File: config.mk
export PLATFORM = sky130hd
export DESIGN_NAME = axi4_mem_scheduler
export DESIGN_NICKNAME = d
export VERILOG_FILES = /design/src/rtl/axi4_mem_scheduler.sv
export SDC_FILE = /design/constraint.sdc
export NUM_CORES = 1
export LEC_CHECK = 0
export BUFFER_PORTS_ARGS = -buffer_cell sky130_fd_sc_hd__buf_2
export CAP_MARGIN = 5
export CORE_ASPECT_RATIO = 1.2
export CORE_UTILIZATION = 47
export DETAILED_ROUTE_END_ITERATION = 6
export PLACE_DENSITY_LB_ADDON = 0.25
export SLEW_MARGIN = 25
export SYNTH_ARGS = -nofsm -noshare
export SYNTH_HDL_FRONTEND = slang
export SYNTH_SLANG_ARGS = --single-unit
File: constraint.sdc
create_clock -name ACLK -period 2.3 [get_ports ACLK]
set_input_delay 0.115 -clock ACLK [delete_from_list [all_inputs] [get_ports ACLK]]
set_output_delay 0.115 -clock ACLK [all_outputs]
set_load 0.05 [all_outputs]
File: src/rtl/axi4_mem_scheduler.sv
// AXI4 write/read burst scheduler sharing one single-port memory, one burst at a time.
// Define AXI4_MEM_SCHED_RR_EN for round-robin arbitration; default is write-priority.
module axi4_mem_scheduler #(
   parameter int unsigned DATA_WIDTH   = 32,
   parameter int unsigned ADDR_WIDTH   = 16,
   parameter int unsigned MEMORY_DEPTH = 1024
) (
   input  logic                            ACLK,
   input  logic                            ARESETn,
   input  logic [ADDR_WIDTH-1:0]           AWADDR,
   input  logic [7:0]                      AWLEN,
   input  logic                            AWVALID,
   output logic                            AWREADY,
   input  logic [DATA_WIDTH-1:0]           WDATA,
   input  logic                            WVALID,
   output logic                            WREADY,
   input  logic                            WLAST,
   output logic [1:0]                      BRESP,
   output logic                            BVALID,
   input  logic                            BREADY,
   input  logic [ADDR_WIDTH-1:0]           ARADDR,
   input  logic [7:0]                      ARLEN,
   input  logic                            ARVALID,
   output logic                            ARREADY,
   output logic [DATA_WIDTH-1:0]           RDATA,
   output logic [1:0]                      RRESP,
   output logic                            RVALID,
   input  logic                            RREADY,
   output logic                            RLAST,
   output logic                            mem_en,
   output logic                            mem_we,
   output logic [$clog2(MEMORY_DEPTH)-1:0] mem_addr,
   output logic [DATA_WIDTH-1:0]           mem_wdata,
   input  logic [DATA_WIDTH-1:0]           mem_rdata
);

   localparam int unsigned MAW   = $clog2(MEMORY_DEPTH);
   localparam int unsigned SHIFT = $clog2(DATA_WIDTH / 8);
   // One extra bit so a burst running past the top of memory never wraps.
   localparam int unsigned IDXW  = ADDR_WIDTH + 1;
   localparam logic [IDXW-1:0] DEPTH_W     = IDXW'(MEMORY_DEPTH);
   localparam logic [1:0]      RESP_OKAY   = 2'b00;
   localparam logic [1:0]      RESP_SLVERR = 2'b10;

   typedef enum logic [2:0] {IDLE, WR_DATA, WR_RESP, RD_ISSUE, RD_DATA} state_t;

   state_t                  r_state;
   logic                    r_awready, r_arready, r_wready, r_bvalid, r_rvalid, r_rlast;
   logic [1:0]              r_bresp, r_rresp;
   logic [DATA_WIDTH-1:0]   r_rdata;
   logic [IDXW-1:0]         r_idx;
   logic [7:0]              r_beat, r_len;
   logic                    r_err;
`ifdef AXI4_MEM_SCHED_RR_EN
   logic                    r_last_wr;
`endif

   logic w_oor, w_last_beat, w_wr_fire, w_beat_err, w_mem_en, w_grant_rd, w_grant_wr;

   assign w_oor       = (r_idx >= DEPTH_W);
   assign w_last_beat = (r_beat == r_len);
   assign w_wr_fire   = (r_state == WR_DATA) && r_wready && WVALID;
   assign w_beat_err  = w_oor || (WLAST != w_last_beat);
   assign w_mem_en    = (w_wr_fire || (r_state == RD_ISSUE)) && !w_oor;

`ifdef AXI4_MEM_SCHED_RR_EN
   assign w_grant_rd  = ARVALID && (!AWVALID || r_last_wr);
`else
   assign w_grant_rd  = ARVALID && !AWVALID;
`endif
   assign w_grant_wr  = AWVALID && !w_grant_rd;

   assign mem_en    = w_mem_en;
   assign mem_we    = w_wr_fire && !w_oor;
   assign mem_addr  = w_mem_en ? r_idx[MAW-1:0] : '0;
   assign mem_wdata = (w_wr_fire && !w_oor) ? WDATA : '0;

   assign AWREADY = r_awready;
   assign ARREADY = r_arready;
   assign WREADY  = r_wready;
   assign BVALID  = r_bvalid;
   assign BRESP   = r_bresp;
   assign RVALID  = r_rvalid;
   assign RDATA   = r_rdata;
   assign RRESP   = r_rresp;
   assign RLAST   = r_rlast;

   always_ff @(posedge ACLK or negedge ARESETn) begin
      if (!ARESETn) begin
         r_state   <= IDLE;
         r_awready <= 1'b0;
         r_arready <= 1'b0;
         r_wready  <= 1'b0;
         r_bvalid  <= 1'b0;
         r_bresp   <= RESP_OKAY;
         r_rvalid  <= 1'b0;
         r_rdata   <= '0;
         r_rresp   <= RESP_OKAY;
         r_rlast   <= 1'b0;
         r_idx     <= '0;
         r_beat    <= '0;
         r_len     <= '0;
         r_err     <= 1'b0;
`ifdef AXI4_MEM_SCHED_RR_EN
         r_last_wr <= 1'b0;
`endif
      end else begin
         unique case (r_state)
            IDLE: begin
               // READY is a one-cycle pulse; the master holds VALID, so it completes the handshake.
               if (r_awready) begin
                  r_awready <= 1'b0;
                  if (AWVALID) begin
                     r_idx    <= {1'b0, AWADDR} >> SHIFT;
                     r_len    <= AWLEN;
                     r_beat   <= '0;
                     r_err    <= 1'b0;
                     r_wready <= 1'b1;
                     r_state  <= WR_DATA;
                  end
               end else if (r_arready) begin
                  r_arready <= 1'b0;
                  if (ARVALID) begin
                     r_idx   <= {1'b0, ARADDR} >> SHIFT;
                     r_len   <= ARLEN;
                     r_beat  <= '0;
                     r_state <= RD_ISSUE;
                  end
               end else if (w_grant_wr) begin
                  r_awready <= 1'b1;
`ifdef AXI4_MEM_SCHED_RR_EN
                  r_last_wr <= 1'b1;
`endif
               end else if (w_grant_rd) begin
                  r_arready <= 1'b1;
`ifdef AXI4_MEM_SCHED_RR_EN
                  r_last_wr <= 1'b0;
`endif
               end
            end
            WR_DATA: begin
               if (w_wr_fire) begin
                  if (w_last_beat) begin
                     r_wready <= 1'b0;
                     r_bvalid <= 1'b1;
                     r_bresp  <= (r_err || w_beat_err) ? RESP_SLVERR : RESP_OKAY;
                     r_state  <= WR_RESP;
                  end else begin
                     r_err  <= r_err || w_beat_err;
                     r_idx  <= r_idx + IDXW'(1);
                     r_beat <= r_beat + 8'd1;
                  end
               end
            end
            WR_RESP: begin
               if (BREADY) begin
                  r_bvalid <= 1'b0;
                  r_bresp  <= RESP_OKAY;
                  r_state  <= IDLE;
               end
            end
            RD_ISSUE: r_state <= RD_DATA;
            RD_DATA: begin
               // First cycle here captures mem_rdata from the previous cycle's strobe.
               if (!r_rvalid) begin
                  r_rvalid <= 1'b1;
                  r_rdata  <= w_oor ? '0 : mem_rdata;
                  r_rresp  <= w_oor ? RESP_SLVERR : RESP_OKAY;
                  r_rlast  <= w_last_beat;
               end else if (RREADY) begin
                  r_rvalid <= 1'b0;
                  r_rdata  <= '0;
                  r_rresp  <= RESP_OKAY;
                  r_rlast  <= 1'b0;
                  if (w_last_beat) begin
                     r_state <= IDLE;
                  end else begin
                     r_idx   <= r_idx + IDXW'(1);
                     r_beat  <= r_beat + 8'd1;
                     r_state <= RD_ISSUE;
                  end
               end
            end
            default: r_state <= IDLE;
         endcase
      end
   end

endmodule

Word level (Yosys, flattened, before mapping)
Cells that the tools add are included.

Add/sub/neg operators: 2. Reductions and logical operators: 26. Bitwise logic cells: 1. Multiplexer cells: 70. Magnitude comparators: 1. Equality and inequality tests: 19.

Operators with widths (count): 17-bit two-way mux (8); 32-bit two-way mux (4); 8-bit two-way mux (12); 17-bit one-hot mux with 3 select lines (1); 3-bit two-way mux (9); 8-bit one-hot mux with 3 select lines (1); 1-bit two-way mux (21); 2-bit inequality test (second input constant) (10); 17-bit by 1-bit adder with 17-bit output (second input constant) (1); 17-bit by 11-bit >= comparator with 1-bit output (second input constant) (1); 2-bit two-way mux (8); 3-bit one-hot mux with 5 select lines (1); 10-bit two-way mux (1); 5-bit AND reduction (2); 3-bit inequality test (second input constant) (3); 8-bit by 1-bit adder with 8-bit output (second input constant) (1); 8-bit equality test (1); 4-bit AND reduction (2); 8-bit AND reduction (1); 2-bit nonzero test (4); 7-bit AND reduction (1); 3-bit by 2-bit equality test with 1-bit output (second input constant) (2); 1-bit logical AND (6); 1-bit one-hot mux with 2 select lines (3); other kinds (10) (15).

Logic and storage cells: 133. Register bits after elaboration: 79. Input port bits: 120.

Depth between registers and ports, before layout
Gate-level depths: netlist (run 1).

Depth after elaboration: 8. Mapped depth: 8. Depth with buffers taken out: 6.

Worst setup path before layout (run 1)
No wires, ideal clock.

Kind: reg-to-output. From: register r_wready (netlist: WREADY). To: output mem_addr[0]. Data required time: 2185 ps. Arrival time: 2637 ps. Buffers on the path: 1. Slack: -452 ps. Cell stages (with the launch flop): 6. Path through: dfrtp_1 -> nand4b_1 -> nor3_1 -> o21bai_1 -> clkbuf_1 -> and2_1.

Longest elaborated chain between the ends: 5.

RTL lines: from (decl) (line 48) `logic r_awready, r_arready, r_wready, r_bvalid, r_rvalid, r_rlast;`; from (signal assigned) (line 93) `r_wready <= 1'b0;`; from (signal assigned) (line 118) `r_wready <= 1'b1;`; from (signal assigned) (line 144) `r_wready <= 1'b0;`; 1-bit logical AND (2 in a row) (line 62) `assign w_wr_fire = (r_state == WR_DATA) && r_wready && WVALID;`; 1-bit logical OR (line 64) `assign w_mem_en = (w_wr_fire || (r_state == RD_ISSUE)) && !w_oor;`; 1-bit logical AND (line 64); via mem_en (line 30) `output logic mem_en,`; 10-bit two-way mux (line 75) `assign mem_addr = w_mem_en ? r_idx[MAW-1:0] : '0;`; to (decl) (line 32) `output logic [$clog2(MEMORY_DEPTH)-1:0] mem_addr,`.

The timed path passes the listed nets, and every way through them passes these cells.

Worst setup path in the final report (run 1)
From: register r_idx[11]. To: output mem_addr[0].

Longest elaborated chain between the ends: 4.

RTL lines: from (decl) (line 51) `logic [IDXW-1:0] r_idx;`; from (signal assigned) (line 114) `r_idx <= {1'b0, AWADDR} >> SHIFT;`; from (signal assigned) (line 124) `r_idx <= {1'b0, ARADDR} >> SHIFT;`; from (signal assigned) (line 150) `r_idx <= r_idx + IDXW'(1);`; 17-bit by 11-bit >= comparator with 1-bit output (line 60) `assign w_oor = (r_idx >= DEPTH_W);`; 1-bit logical NOT (line 64); 1-bit logical AND (line 64); 10-bit two-way mux (line 75).

No other way between the ends.

==> metrics.md, run 1 <==
| Metric | Value |
|---|---|
| Outcome | completed |
| IO Count | 206 |
| Final instance area | roughly 6200 sq um |
| Register area | 1930 sq um |
| Total design power | 4.24 mW |
| CTS buffer count | 9 |
| Row cnt | 37 |
| Routed vias | 4402 |
| Final antenna-violating net count | 0 |
| Drt drc | 0 |
| Initial antenna violation count | 0 |
| RSZ-0062 raised after global routing | yes |
| Netlist cell types | 59 |
| CP startpoint kind | flop |
| Total core area | 8610 sq um |
| H-Tree Depth | 3 |
| Chip Width | 88.4 um |
| Setup violators final | 0 |
| Tightest Pin Transition | 0.628 ns |
| Slew Limit Fails | 0 |
| CP Data Arrival Time | 2.18 ns |
| Fraction of layout cells with a size suffix above 1 | 41.2% |
| Vias in the first global route | 4013 |
| Post-synth ARST share | 100% |
| Most frequent cells in the layout | buf_2 (156), dfrtp_1 (75), a22o_1 (35) |
| Mean number of vias per cell | 5.61 |
| Hpwl dp | 8.81 mm |
| Top_reg_cell synth | dfrtp_1 |
| Worst hold endpoint | RDATA[28] |
| R2r endpoint | r_idx[10] |
| WL/cell | 17.2 um |
| Rel. slew slack | roughly three fifths |
| Max Clock Skew | ~0.0090 ns |
| Cells after synthesis | 428 |
| Leakage power | just over 3 nW |
| Crit. End Element | primary output |
| Post-synth EDFFs | 0 |
| Worst R2R Setup Slack | 0.10 ns |
| Tmin final | 2.29 ns |
| Diode count | 0 |
| Drt first pass iters | 5 |
| Area of the multi-input gates | 2180 sq um |
| Worst flop-to-flop path startpoint | r_state[2] |
| Data required, critical path | ~2.2 ns |
| Clk_lat worst skew | 0.35 ns |
| Hold Crit Class | in -> reg |
| Routability cong. | 0.837 |
| CP max FO | 5 |
| Total grt overflow | 0 |
| Cell Pwr Density | about 690 nW/um^2 |
| CTS clk-pin slew, worst paths | roughly 0.08 ns |
| PortBufs | 199 |
| Hold Startpoint | mem_rdata[28] |
| WL final | 13.5 mm |
| Area after DPL | 5420 sq um |
| Initial DRC count | 247 |
| Min-Delay Path Depth | 2 |
| Area growth syn-to-layout | 47.2% |
| CTS tree | done |
| Fin. Hold Viols | 0 |
| Yosys warns | 0 |
| Worst r2r path cells | 6 |
| Height of the die | 106 um |
| Final period utilization | around 100% |
| Maxcap violations | 0 |
| Worst Hold Slack | 0.00715 ns |
| CP Class | reg -> out |
| GRT Total Usage | between 20% and 30% |
| Clk buf depth | 2 |
| Commonest non-fill, non-tap cell in the layout | buf_2 |
| First-pass GRT wire length | 19.3 mm |
| Yosys reg bits | 77 |
| Maximum vdd drop | about 430 uV |
| Clock Sinks | 77 |
| Die area | 9330 sq um |
| Sequential area share after synthesis | 45.8% |
| Clock root buffer | clkbuf_8 |
| # fillers | around 650 |
| Synthesized cell area | 4210 sq um |
| Max Fclk | 0.436 GHz |
| Final Worst Setup Slack | 0.00661 ns |
| Nets | 786 |
| Avg Inst Size Synth | 9.83 sq um |
| Post-place setup slack | 0.110 ns |
| Initial Util | approximately 50% |
| Largest net degree at the start of global routing | 52 |
==> logic make-up (layout without fill, tap and decap cells) <==
family	after synthesis	count (layout)	share of synthesized area [%]
DFF	77	77	45.8
muxes	23	23	5.59
AOI/OAI and AO/OA	116	116	20.7
buffers and inverters	40	278	4.34
xor gates and xnor gates	9	9	1.87
adders and majority gates	3	3	0.893
other	1	2	0.0892
and+or+nand+nor	159	160	20.7
==> metrics by stage <==
step / utilization, % / cells / setup TNS (ns)
6_report: 71.9 / 785 / 0
5_1_grt: 71.9 / 785 / -1.05
4_1_cts: 68.7 / 782 / 0
3_5_place_dp: 62.9 / 736 / 0
3_3_place_gp: 62.9 / 736 / 0
2_1_floorplan: - / 429 / 0
==> how the worst max path moves through the flow <==
| stage | slack [ns] | depth (start not counted) | from | end |
|---|---|---|---|---|
| final | 0.007 | 7 | r_idx[11] | mem_addr[0] |
| after global routing | -0.06 | 6 | r_idx[11] | mem_wdata[2] |
| after CTS | 0.0008 | 6 | r_idx[10] | mem_wdata[20] |
| after detailed placement | 0.11 | 5 | r_state[2] | r_idx[10] |
| after global placement | 0.18 | 5 | r_state[2] | r_idx[10] |
| after floorplan | 0.10 | 7 | AWREADY | r_beat[2] |
==> Yosys cell counts, types with 2 or more instances <==
master	number	area share [%]
dfrtp_1	77	46
and2_1	44	6.5
a22o_1	35	7.3
nor2_1	32	2.9
nand2_1	28	2.5
a21oi_1	19	2.3
clkbuf_1	19	1.7
mux2i_1	19	4.5
nor3_1	10	1.2
xnor2_1	9	1.9
a31oi_1	8	1.2
buf_2	8	0.95
o21ai_0	8	0.95
o31ai_1	8	1.4
or4_1	8	1.4
inv_1	7	0.62
o211ai_1	7	1.2
nand3_1	6	0.71
a311oi_1	5	1.0
nand4_1	5	0.74
a211oi_1	4	0.71
mux2_2	4	1.1
nor4_1	4	0.59
ha_1	3	0.89
or2_2	3	0.45
a221oi_1	2	0.42
a41oi_1	2	0.42
and3_1	2	0.30
and4_1	2	0.42
buf_1	2	0.18
buf_4	2	0.36
buf_6	2	0.54
nand3b_1	2	0.36
nor3b_1	2	0.36
o21bai_1	2	0.36
o221ai_1	2	0.42
o22ai_1	2	0.30
or2_1	2	0.30
or3_1	2	0.30
==> repair_timing <==
action,in CTS,in global routing
buffers inserted,3,0
pin swaps,1,6
gates resized for setup,2,101
hold buffers,27,0
cloned,0,3
hold endpoints to repair,75,0
setup endpoints to repair,42,50
==> registers in the layout, summed over array words and instances (netlist names) <==
signal / count
RDATA: 32
r_idx: 17
r_beat: 8
r_len: 8
r_state: 3
ARREADY: 1
AWREADY: 1
BRESP: 1
BVALID: 1
RLAST: 1
RRESP: 1
RVALID: 1
WREADY: 1
r_err: 1
==> per-layer routing <==
layer	up-vias	part of all wire (%)	global-route usage [%]	routed length, um
met3	34	6.7	4.93	911
met4	0	2.7	10.5	364
met1	2119	40	32.4	5410
met2	209	50	46.0	6810
met5	-	0	0	0
li1	2040	-	-	-
==> power by group <==
part | switching (mW) | internal [mW] | total [mW] | leakage (nW)
Combinational | 0.814 | 0.613 | 1.43 | 1.98
Clock | 0.510 | 0.531 | 1.04 | 0.0878
Sequential | 0.212 | 1.56 | 1.78 | 0.993
Total | 1.54 | 2.71 | 4.24 | 3.06
==> critical path, stage by stage (launching register included) <==
cell,delay [ns]
dfrtp_1,0.40
nor4_1,0.27
nand2_1,0.22
nor3_4,0.30
o21bai_4,0.19
buf_6,0.14
and2_4,0.16
buf_8,0.14
==> cell type report <==
class                   count  area share [%]
multi-input cells         313            35.2
flip-flops and latches     77            31.2
repair buffers            255            27.6
well taps                 117            2.37
clock buffers              11            2.28
clock inverters             5           0.970
inverters                   7           0.425
Note: power is estimated with default switching activity, not from simulation.
==> run 2: changes to the inputs <==
Settings changed: CELL_PAD_IN_SITES_DETAIL_PLACEMENT set to 1, CELL_PAD_IN_SITES_GLOBAL_PLACEMENT set to 2, CORE_UTILIZATION 47 to 26.
==> metrics.md, run 2 (synthesis results as in run 1) <==
| Metric | Value |
|---|---|
| Area of the multi-input gates | 2140 sq um |
| Clk_lat worst skew | 0.34 ns |
| Hpwl dp | about 11 mm |
| First-pass GRT wire length | 22.1 mm |
| Met3 GRT Util | under 10% |
| Worst path slowest cell | dfrtp_1 |
| CP max FO | 6 |
| # fillers | 1845 |
| Mean number of vias per cell | 4.85 |
| PortBufs | 199 |
| Max Fclk | 0.458 GHz |
| Rel. slew slack | 40.2% |
| Die area | about 17000 sq um |
| Crit path cell chain | nor4_2, nand2_2, nor3_4, o21bai_2, buf_4, and2_2, buf_6 |
| WL final | 14.1 mm |
| Chip Width | between 100 and 150 um |
| Routability cong. | 0.787 |
| Clock Sinks | 77 |
| CTS tree | done |
| CTS buffer count | 9 |
| CTS clk-pin slew, worst paths | around 0.06 ns |
| Total grt overflow | 0 |
| GRT Total Usage | 16.7% |
| Data required, critical path | 2.18 ns |
| Diode count | 0 |
| Area after DPL | 5580 sq um |
| Setup violators final | 0 |
| Setup TNS | 0 ns |
| Slew Limit Fails | 0 |
| Hold Crit Class | in -> reg |
| Maximum vdd drop | 320 uV |
| Final period utilization | approximately 95% |
| Drt drc | 0 |
| Most frequent cells in the layout | buf_2 (180), dfrtp_1 (76), a22o_1 (35) |
| Total design power | 4.53 mW |
| Buffer and inverter count on the worst path | 2 |
| Worst path top cell family by delay | simple AND/OR/NAND/NOR gates |
| Largest register FFs | 32 |
| Worst R2R Setup Slack | approximately 0.14 ns |
| Tmin final | 2.19 ns |
| Routed vias | 4209 |
| Fraction of layout cells with a size suffix above 1 | 41.8% |
| Area growth syn-to-layout | 46.1% |
| Setup Buffers After CTS | 0 |
| Height of the die | 141 um |
| Outcome | completed |
| CP startpoint kind | flop |
| Worst Hold Slack | 0.0133 ns |
| Core Util, Final | about two fifths |
| Largest net degree at the start of global routing | 42 |
| Busiest layer in global routing | met2 |
| IO Count | slightly above 200 |
| Crit. End Element | primary output |
| Met2 Usage GRT | between 20 and 30% |
| Row cnt | 50 |
| CP Data Arrival Time | 2.07 ns |
| Maxcap violations | 0 |
| Tightest Pin Transition | between 0.8 and 0.9 ns |
| Initial DRC count | 171 |
| Drt first pass iters | 4 |
| Max Clock Skew | 0.00997 ns |
| Initial antenna violation count | 0 |
| Final instance area | 6150 sq um |
| Fin. Hold Viols | 0 |
| Register area | 1930 sq um |
| CP Class | reg -> out |
| Leakage power | just over 3 nW |
| Commonest non-fill, non-tap cell in the layout | buf_2 |
| Clock root buffer | clkbuf_16 |
| WL/cell | 16.3 um |
| Nets | 778 |
| H-Tree Depth | 3 |
| Clk buf depth | 2 |
| Global Route met1 Usage | 21.1% |
| Final antenna-violating net count | 0 |
| Initial Util | around 27% |
| Max incr delay on CP | 0.42 ns |
| Total core area | between 15000 and 20000 sq um |
| Vias in the first global route | ~4200 |
| Cell Pwr Density | 737 nW/um^2 |
## run 2: worst paths after layout
path / startpoint / to / depth (start not counted)
worst min register to register: BVALID / BVALID / 2
worst max register to register: r_state[0] / r_beat[3] / 6
worst min-delay path: mem_rdata[12] / RDATA[12] / 2
min in group asynchronous: ARESETn / RDATA[31] / 2
worst max-delay path: r_idx[10] / mem_addr[0] / 7
max in group asynchronous: ARESETn / ARREADY / 3
## run 2: final cells by class
type                    instances  share of cell area (%)
multi-input cells             312                    34.9
clock inverters                 4                   0.366
inverters                       7                   0.428
well taps                     208                    4.23
flip-flops and latches         77                    31.4
clock buffers                  12                    4.17
repair buffers                248                    24.5
## run 2: where the power goes
group,internal (mW),switching (mW),total (mW)
Sequential,1.57,0.219,1.79
Combinational,0.604,0.812,1.42
Clock,0.784,0.543,1.33
## run 2: metal layers
layer,share of wire (%),vias to the layer above
met2,51,111
met5,0,-
li1,-,2022
met1,44,2067
met3,3.7,9
met4,0.87,0
## run 2: worst register-to-register path, cell delays in order (launching register included)
cell and delay [ns]:
dfrtp_1 0.46, buf_4 0.19, xnor2_1 0.14, or2_1 0.27, nor3_2 0.69, or4_1 0.23
a21oi_1 0.06
## run 2: what timing repair did
action | CTS | global route
resized for setup | 0 | 45
hold buffers | 16 | 1
endpoints found under the setup margin | 0 | 44
endpoints found under the hold margin | 55 | 1
## run 2: through the flow
| stage | cells | worst slack, ns |
|---|---|---|
| after global routing | 868 | -0.00208 |
| after CTS | 866 | 0.00975 |
| after floorplan | 429 | 0.103 |
| after global placement | 834 | 0.229 |
| final | 868 | 0.114 |
| after detailed placement | 834 | 0.164 |
